===== config.mk =====
export PLATFORM = sky130hd
export DESIGN_NAME = vga_timing_gen
export DESIGN_NICKNAME = d
export VERILOG_FILES = /design/src/rtl/vga_timing_pkg.sv /design/src/rtl/vga_axis_counter.sv /design/src/rtl/vga_timing_gen.sv
export SDC_FILE = /design/constraint.sdc
export NUM_CORES = 1
export LEC_CHECK = 0
export CAP_MARGIN = 20
export CORE_ASPECT_RATIO = 0.6
export CORE_MARGIN = 1.5
export CORE_UTILIZATION = 45
export DETAILED_ROUTE_END_ITERATION = 10
export GPL_TIMING_DRIVEN = 0
export PLACE_DENSITY = 0.68
export SYNTH_ARGS = -nofsm -noshare
export SYNTH_HDL_FRONTEND = slang
export SYNTH_SLANG_ARGS = --single-unit

===== constraint.sdc =====
create_clock -name vga_clk -period 1.55 [get_ports vga_clk]
set_input_delay 0.2325 -clock vga_clk [delete_from_list [all_inputs] [get_ports vga_clk]]
set_output_delay 0.2325 -clock vga_clk [all_outputs]
set_load 0.01 [all_outputs]

===== src/rtl/vga_timing_pkg.sv =====
// Shared timing defaults, axis-state encoding and helpers for the VGA timing generator.
package vga_timing_pkg;

  localparam int CNT_W   = 10;
  localparam int CNT_MAX = (1 << CNT_W) - 1;

  localparam int DEF_H_ACTIVE = 640;
  localparam int DEF_H_FP     = 16;
  localparam int DEF_H_SYNC   = 96;
  localparam int DEF_H_BP     = 48;

  localparam int DEF_V_ACTIVE = 480;
  localparam int DEF_V_FP     = 10;
  localparam int DEF_V_SYNC   = 2;
  localparam int DEF_V_BP     = 33;

  typedef enum logic [1:0] {
    ST_ACTIVE = 2'd0,
    ST_FRONT  = 2'd1,
    ST_SYNC   = 2'd2,
    ST_BACK   = 2'd3
  } axis_state_e;

  function automatic int axis_total(input int active, input int fp, input int sync, input int bp);
    return active + fp + sync + bp;
  endfunction

  localparam int DEF_H_TOTAL = axis_total(DEF_H_ACTIVE, DEF_H_FP, DEF_H_SYNC, DEF_H_BP);
  localparam int DEF_V_TOTAL = axis_total(DEF_V_ACTIVE, DEF_V_FP, DEF_V_SYNC, DEF_V_BP);

  // Region a count falls in, used to cross-check the state machines.
  function automatic axis_state_e axis_region(input logic [CNT_W-1:0] count, input int active,
                                              input int fp, input int sync);
    int c;
    c = int'(count);
    if (c < active)             return ST_ACTIVE;
    if (c < active + fp)        return ST_FRONT;
    if (c < active + fp + sync) return ST_SYNC;
    return ST_BACK;
  endfunction

endpackage


===== src/rtl/vga_axis_counter.sv =====
// One timing axis: wrapping position counter plus ACTIVE/FRONT/SYNC/BACK region machine.
module vga_axis_counter
  import vga_timing_pkg::*;
#(
  parameter int ACTIVE = DEF_H_ACTIVE,
  parameter int FP     = DEF_H_FP,
  parameter int SYNC   = DEF_H_SYNC,
  parameter int BP     = DEF_H_BP
) (
  input  logic             clk,
  input  logic             reset_n,
  input  logic             adv,
  output logic [CNT_W-1:0] count,
  output axis_state_e      state,
  output logic             sync_n,
  output logic             active,
  output logic             wrap
);

  localparam int TOTAL = axis_total(ACTIVE, FP, SYNC, BP);

  if (TOTAL > CNT_MAX) begin : g_total_too_wide
    $error("vga_axis_counter: ACTIVE+FP+SYNC+BP exceeds the 10-bit counter range");
  end
  if (ACTIVE < 1 || FP < 1 || SYNC < 1 || BP < 1) begin : g_empty_region
    $error("vga_axis_counter: every timing region must be at least one unit wide");
  end

  localparam logic [CNT_W-1:0] LAST_ACTIVE = CNT_W'(ACTIVE - 1);
  localparam logic [CNT_W-1:0] LAST_FRONT  = CNT_W'(ACTIVE + FP - 1);
  localparam logic [CNT_W-1:0] LAST_SYNC   = CNT_W'(ACTIVE + FP + SYNC - 1);
  localparam logic [CNT_W-1:0] LAST_COUNT  = CNT_W'(TOTAL - 1);

  axis_state_e state_nxt;

  assign wrap = (count == LAST_COUNT);

  // NOTE: every combinational output gets a default first, so no path leaves it unassigned (no latch).
  always_comb begin
    state_nxt = state;
    case (state)
      ST_ACTIVE: if (count == LAST_ACTIVE) state_nxt = ST_FRONT;
      ST_FRONT:  if (count == LAST_FRONT)  state_nxt = ST_SYNC;
      ST_SYNC:   if (count == LAST_SYNC)   state_nxt = ST_BACK;
      ST_BACK:   if (wrap)                 state_nxt = ST_ACTIVE;
      default:                             state_nxt = ST_ACTIVE;
    endcase
  end

  // NOTE: non-blocking assignments make count and state both update from pre-edge values.
  always_ff @(posedge clk or negedge reset_n) begin
    if (!reset_n) begin
      count <= '0;
      state <= ST_ACTIVE;
    end else if (adv) begin
      count <= wrap ? '0 : count + CNT_W'(1);
      state <= state_nxt;
    end
  end

  assign sync_n = (state != ST_SYNC);
  assign active = (state == ST_ACTIVE);

`ifndef SYNTHESIS
  a_region_match: assert property (@(posedge clk) disable iff (!reset_n)
    state == axis_region(count, ACTIVE, FP, SYNC))
    else $error("vga_axis_counter: state disagrees with count region");
`endif

endmodule


===== src/rtl/vga_timing_gen.sv =====
// VGA timing generator: registered DrawX/DrawY, blank, hs/vs and frame_start from two axis counters.
// Optional feature: define VGA_FRAME_CNT_EN to add the 16-bit frame_count output.
module vga_timing_gen
  import vga_timing_pkg::*;
#(
  parameter int H_ACTIVE = DEF_H_ACTIVE,
  parameter int H_FP     = DEF_H_FP,
  parameter int H_SYNC   = DEF_H_SYNC,
  parameter int H_BP     = DEF_H_BP,
  parameter int V_ACTIVE = DEF_V_ACTIVE,
  parameter int V_FP     = DEF_V_FP,
  parameter int V_SYNC   = DEF_V_SYNC,
  parameter int V_BP     = DEF_V_BP
) (
  input  logic             vga_clk,
  input  logic             reset_n,
  input  logic             pix_en,
  output logic [CNT_W-1:0] DrawX,
  output logic [CNT_W-1:0] DrawY,
  output logic             blank,
  output logic             hs,
  output logic             vs,
  output logic             frame_start
`ifdef VGA_FRAME_CNT_EN
  ,
  output logic [15:0]      frame_count
`endif
);

  localparam int H_TOTAL = axis_total(H_ACTIVE, H_FP, H_SYNC, H_BP);
  localparam int V_TOTAL = axis_total(V_ACTIVE, V_FP, V_SYNC, V_BP);

  localparam logic [CNT_W-1:0] H_VIS_END = CNT_W'(H_ACTIVE);
  localparam logic [CNT_W-1:0] V_VIS_END = CNT_W'(V_ACTIVE);
  localparam logic [CNT_W-1:0] HS_START  = CNT_W'(H_ACTIVE + H_FP);
  localparam logic [CNT_W-1:0] HS_END    = CNT_W'(H_ACTIVE + H_FP + H_SYNC - 1);
  localparam logic [CNT_W-1:0] VS_START  = CNT_W'(V_ACTIVE + V_FP);
  localparam logic [CNT_W-1:0] VS_END    = CNT_W'(V_ACTIVE + V_FP + V_SYNC - 1);
  localparam logic [CNT_W-1:0] V_LAST    = CNT_W'(V_TOTAL - 1);

  logic [CNT_W-1:0] hcnt, vcnt;
  axis_state_e      h_state, v_state;
  logic             h_sync_n, v_sync_n, h_active, v_active, h_wrap, v_wrap;
  logic             v_adv;
  logic             blank_d, hs_d, vs_d, first_d;

  // The vertical axis steps only on the pixel that ends a line.
  assign v_adv = h_wrap & pix_en;

  vga_axis_counter #(
    .ACTIVE (H_ACTIVE),
    .FP     (H_FP),
    .SYNC   (H_SYNC),
    .BP     (H_BP)
  ) u_h_axis (
    .clk     (vga_clk),
    .reset_n (reset_n),
    .adv     (pix_en),
    .count   (hcnt),
    .state   (h_state),
    .sync_n  (h_sync_n),
    .active  (h_active),
    .wrap    (h_wrap)
  );

  vga_axis_counter #(
    .ACTIVE (V_ACTIVE),
    .FP     (V_FP),
    .SYNC   (V_SYNC),
    .BP     (V_BP)
  ) u_v_axis (
    .clk     (vga_clk),
    .reset_n (reset_n),
    .adv     (v_adv),
    .count   (vcnt),
    .state   (v_state),
    .sync_n  (v_sync_n),
    .active  (v_active),
    .wrap    (v_wrap)
  );

  // Decode from the pre-increment counts; registering it keeps all outputs on the same pixel.
  assign blank_d = (hcnt < H_VIS_END) && (vcnt < V_VIS_END);
  assign hs_d    = !((hcnt >= HS_START) && (hcnt <= HS_END));
  assign vs_d    = !((vcnt >= VS_START) && (vcnt <= VS_END));
  assign first_d = (hcnt == '0) && (vcnt == '0);

  always_ff @(posedge vga_clk or negedge reset_n) begin
    if (!reset_n) begin
      DrawX       <= '0;
      DrawY       <= '0;
      blank       <= 1'b0;
      hs          <= 1'b1;
      vs          <= 1'b1;
      frame_start <= 1'b0;
    end else begin
      frame_start <= pix_en && first_d;
      if (pix_en) begin
        DrawX <= hcnt;
        DrawY <= vcnt;
        blank <= blank_d;
        hs    <= hs_d;
        vs    <= vs_d;
      end
    end
  end

`ifdef VGA_FRAME_CNT_EN
  always_ff @(posedge vga_clk or negedge reset_n) begin
    if (!reset_n) begin
      frame_count <= '0;
    end else if (pix_en && first_d) begin
      frame_count <= frame_count + 16'd1;
    end
  end
`endif

`ifndef SYNTHESIS
  a_decode_match: assert property (@(posedge vga_clk) disable iff (!reset_n)
    (blank_d == (h_active && v_active)) && (hs_d == h_sync_n) && (vs_d == v_sync_n))
    else $error("vga_timing_gen: counter decode disagrees with state decode");

  a_wrap_in_back: assert property (@(posedge vga_clk) disable iff (!reset_n)
    (!h_wrap || h_state == ST_BACK) && (!v_wrap || v_state == ST_BACK) &&
    (v_wrap == (vcnt == V_LAST)))
    else $error("vga_timing_gen: axis wrap outside back porch");
`endif

endmodule


======== Word level (Yosys, flattened, before mapping) ========
Index checks and enable logic that the tools add are counted.
Widths: inputs -> output; s select.
storage, ports and cells
  bits of input ports ..................... 3
  word-level logic and storage cells ...... 30
  bits in registers ....................... 44
  output and inout port bits .............. 24
cells by class
  equal/unequal tests ..................... 2
  magnitude comparators ................... 6
  bitwise logic cells ..................... 1
  reduce and logical (&&, ||, !) cells .... 9
  $add $sub $neg .......................... 2
  multiplexer cells ....................... 2
operator list
  kind                   number
  $add 10x1->10 const B  2
  $eq 10x10->1 const B   2
  $logic_not 10->1       2
  $mux 10                2
  $ge 10x10->1 const B   1
  $ge 10x9->1 const B    1
  $le 10x10->1 const B   1
  $le 10x9->1 const B    1
  $lt 10x10->1 const B   1
  $lt 10x9->1 const B    1
  $logic_and 1x1->1      5
  $logic_not 1->1        2
  $and 1x1->1            1

======== Longest topological paths before layout ========
  word-level depth ........................ 3
  depth in mapped cells ................... 5
  gate-level depth less buffers ........... 5

======== Hierarchy ========
A second synthesis with hierarchy kept.
second synthesis, totals
  cell total of the unflattened synthesis .. 217
  area total of the unflattened synthesis .. 2504.9 um^2
by module, submodules not included
  module                        area an instance (um^2)  cells each  times used  seq. area each (um^2)
  vga_timing_gen                967.2                    67          1           603.1
  vga_axis_counter at u_v_axis  788.3                    77          1           300.3
  vga_axis_counter at u_h_axis  749.5                    73          1           300.3

======== Least setup slack after synthesis ========
OpenSTA, ideal clock, no wires.
  kind .................................... reg2reg
  start point ............................. register u_h_axis.count[4]
  end point ............................... register frame_start
  clock period less this slack ............ 1.650 ns
  cell stages (with the launch flop) ...... 6
  library setup time ...................... 0.068 ns
  data arrival time ....................... 1.582 ns
  path buffers ............................ 1
  path slack .............................. -0.100 ns
  required time ........................... 1.482 ns
  cell sequence ........................... dfrtp_1 -> buf_6 -> or4_1 -> nor4b_1 -> nand4b_1 -> and4bb_2
between the ends
  word-level cells in the longest chain between the ends .. 3
RTL lines
  element                 RTL line                source
  from (decl)             vga_axis_counter.sv:13  output logic [CNT_W-1:0] count,
  from (signal assigned)  vga_axis_counter.sv:56  count <= wrap ? '0 : count + CNT_W'(1);
  $logic_not 10->1        vga_timing_gen.sv:86    assign first_d = (hcnt == '0) && (vcnt == '0);
  $logic_and 1x1->1       vga_timing_gen.sv:86
  $logic_and 1x1->1       vga_timing_gen.sv:97    frame_start <= pix_en && first_d;
  to (signal assigned)    vga_timing_gen.sv:97
  to (decl)               vga_timing_gen.sv:23    output logic frame_start
Every way passes these cells.
A chain may end at the register's enable or synchronous reset.

======== Final worst setup path ========
Same ends and word-level chain as after synthesis.

==> results.cfg <==
[outcome]
status = finished, violations left
violations = negative setup slack

[routing]
drc = 0
routed_via_density = 5.61
drtAntennaViolNets = 0
first_pass_iters = 4
wire_per_inst_um = 17.6
dr.first_iter.drc_count = 91
wirelength_mm = 5.02
vias = 1598

[cells_and_area]
final_common_cell = dfrtp_1
num_antenna_cells = 0
layoutNonFillerInstCount = 285
design_area_sq_mm = 0.00279
nNetsFinal = 231
layout-drive-gt1-share_pct = 36.4
syn_to_final_growth_pct = 37.3
final_cell_mix = 34 x dfrtp_1, 22 x clkdlybuf4s50_1, 19 x mux2_2, 13 x buf_4, 11 x nor2_1

[setup_path]
critPathMaxStageDelay_ps = 550
start_kind = flop
crit_type = reg -> reg
worst_path_max_delay_cell = or4_4
crit_path_end_kind = flop
cp.required_ps = 1780
crit_path_cell_trace = or4_4 -> nor4b_4 -> nand4b_1 -> and4bb_2
crit_fanout = 2
cp.arrival_ps = 1920

[logic_synthesis]
yosysWarnings = 0
netlist_instances = 178
ys_seq_elements = 44
synthesis.nets = 185
synth.distinct_cells = 33
synth.yosys.seq_area_share_pct = 54.4
avgSynthCellArea_sq_um = 11.4
synth_area_sq_mm = 0.00203

[place]
gp_congestion = 0.819
io_buffers = 25
dp_slack_ps = -298
placed_cells = 264
place_area_sq_mm = 0.00239
hpwl_mm = 3.07

[cts]
h-tree-depth = 2
clockBufferDepth = 2
cts_tree = yes
clk_pin_slew_ps = 80
clock_sinks = 44
root_buffer = clkbuf_8
cts-buffers-inserted = 5
insertion_delay_ps = 300

[die]
rows = 18
io_pins = 27
core-area_sq_mm = 0.00421
dieArea_sq_mm = 0.00494
initial_utilization_pct = 48.2
die_y_um = 55.0
die_width_um = 89.7

[sta]
rsz0062_at_grt = yes
worst_pin_slew_ps = 636
whs_ps = 300
post-route-period-util_pct = 109
hold_violations = 0
worst_slack_ps = -133
fin_skew_ps = 7.59
final_max_slew_viol_count = 0
finalSetupViolations = 6
max_freq_ghz = 0.594
min_period_ps = 1680
maxSlewHeadroom_pct = 57.6

[pwr]
p_leak_nw = 1.19
power_w = 0.00317
power.density_mw_per_mm2 = 1140
ir_drop_uv = 582

[global_route]
grt_antenna_before_repair = 0
grt_usage_pct = 20.0
grt_pass1_wl_mm = 7.12
grt.overflow.total = 0
grt_pass1_vias = 1429
grt_max_degree = 30

[min_path]
min_path_type = in -> reg

[job]
cap_violations = 0
through the flow:
stage / TNS (ps) / utilization, %
after CTS: -334 / 62.8
after global placement: -36520 / 56.4
after floorplan: -89.1 / -
final: -229 / 66.2
after global routing: -1070 / 66.2
after detailed placement: -1870 / 56.8
per-layer routing:
layer / up-vias / part of all wire [%] / GRT usage [%]
li1: 722 / - / -
met1: 819 / 46 / 29.0
met2: 48 / 46 / 29.5
met3: 9 / 5.9 / 5.49
met4: 0 / 1.4 / 5.38
met5: - / 0 / 0
where the power goes:
| group | total (W) | switching [W] | internal [W] | leakage [nW] |
|---|---|---|---|---|
| sequential | 0.00135 | 0.0000775 | 0.00128 | 0.541 |
| clock | 0.000967 | 0.000398 | 0.000569 | 0.0645 |
| combinational | 0.000847 | 0.000438 | 0.000408 | 0.587 |
registers in the layout, summed over array words and instances, names as in the netlist:
register / count
blank: 1
vs: 1
DrawY: 10
u_v_axis.count: 10
frame_start: 1
DrawX: 10
hs: 1
u_h_axis.count: 10
worst paths after layout:
check	from	end	slack, ps	cells past startpoint
min reg2reg	vs	vs	500	2
max in group asynchronous	reset_n	vs	620	3
min	pix_en	DrawY[1]	300	2
max	u_h_axis.count[4]	frame_start	-130	4
max reg2reg	u_h_axis.count[4]	frame_start	-130	4
min in group asynchronous	reset_n	DrawY[7]	380	2
kinds of logic (layout without fill, tap and decap cells):
family	count (synthesis)	after routing	synth area share (%)
and+or+nand+nor	61	61	17.4
DFF	44	44	54.4
xor gates and xnor gates	14	14	6.04
AOI/OAI and AO/OA	15	15	4.19
buffers and inverters	20	67	4.50
muxes	20	20	11.0
adders and majority gates	4	4	2.47
repair_timing:
| action | CTS | global route |
|---|---|---|
| hold buffers | 1 | 0 |
| pin swaps | 10 | 17 |
| gates resized for setup | 16 | 36 |
| setup buffers | 8 | 7 |
| hold endpoints to repair | 15 | 0 |
| setup endpoints to repair | 14 | 12 |
| gates cloned | 0 | 0 |
synth_stat cells, drive strengths merged:
| cell type | number | share of area [%] |
|---|---|---|
| a21oi | 4 | 0.99 |
| and3 | 4 | 1.2 |
| and4 | 1 | 0.43 |
| and4b | 1 | 0.49 |
| and4bb | 1 | 0.62 |
| buf | 6 | 1.8 |
| clkbuf | 6 | 1.2 |
| dfrtp | 42 | 52 |
| dfstp | 2 | 2.6 |
| ha | 4 | 2.5 |
| inv | 8 | 1.5 |
| mux2 | 19 | 11 |
| mux2i | 1 | 0.49 |
| nand2 | 6 | 1.1 |
| nand3 | 9 | 2.2 |
| nand4 | 8 | 2.5 |
| nand4b | 5 | 2.2 |
| nor2 | 12 | 2.2 |
| nor3 | 6 | 1.7 |
| nor4 | 4 | 1.2 |
| nor4b | 1 | 0.43 |
| o211ai | 1 | 0.37 |
| o21ai | 7 | 1.7 |
| o22a | 1 | 0.43 |
| o22ai | 1 | 0.31 |
| o31ai | 1 | 0.37 |
| or2 | 1 | 0.31 |
| or4 | 2 | 0.74 |
| xnor2 | 9 | 3.9 |
| xor2 | 5 | 2.2 |
worst max-delay path, delay by kind of cell (launching register included):
| family | cells | cell delay [ps] |
|---|---|---|
| and+or+nand+nor | 4 | 1240 |
| DFF | 1 | 380 |
layout make-up:
cell class | instances | area (sq um)
buffer | 9 | 58.8
multi-input combinational | 114 | 986
timing repair buffer | 42 | 397
tap | 60 | 75.1
clock buffer | 7 | 96.3
fill | 327 | 1430
inverter | 8 | 30.0
clock inverter | 1 | 30.0
sequential | 44 | 1110
Power figures use the tool's default switching activity.
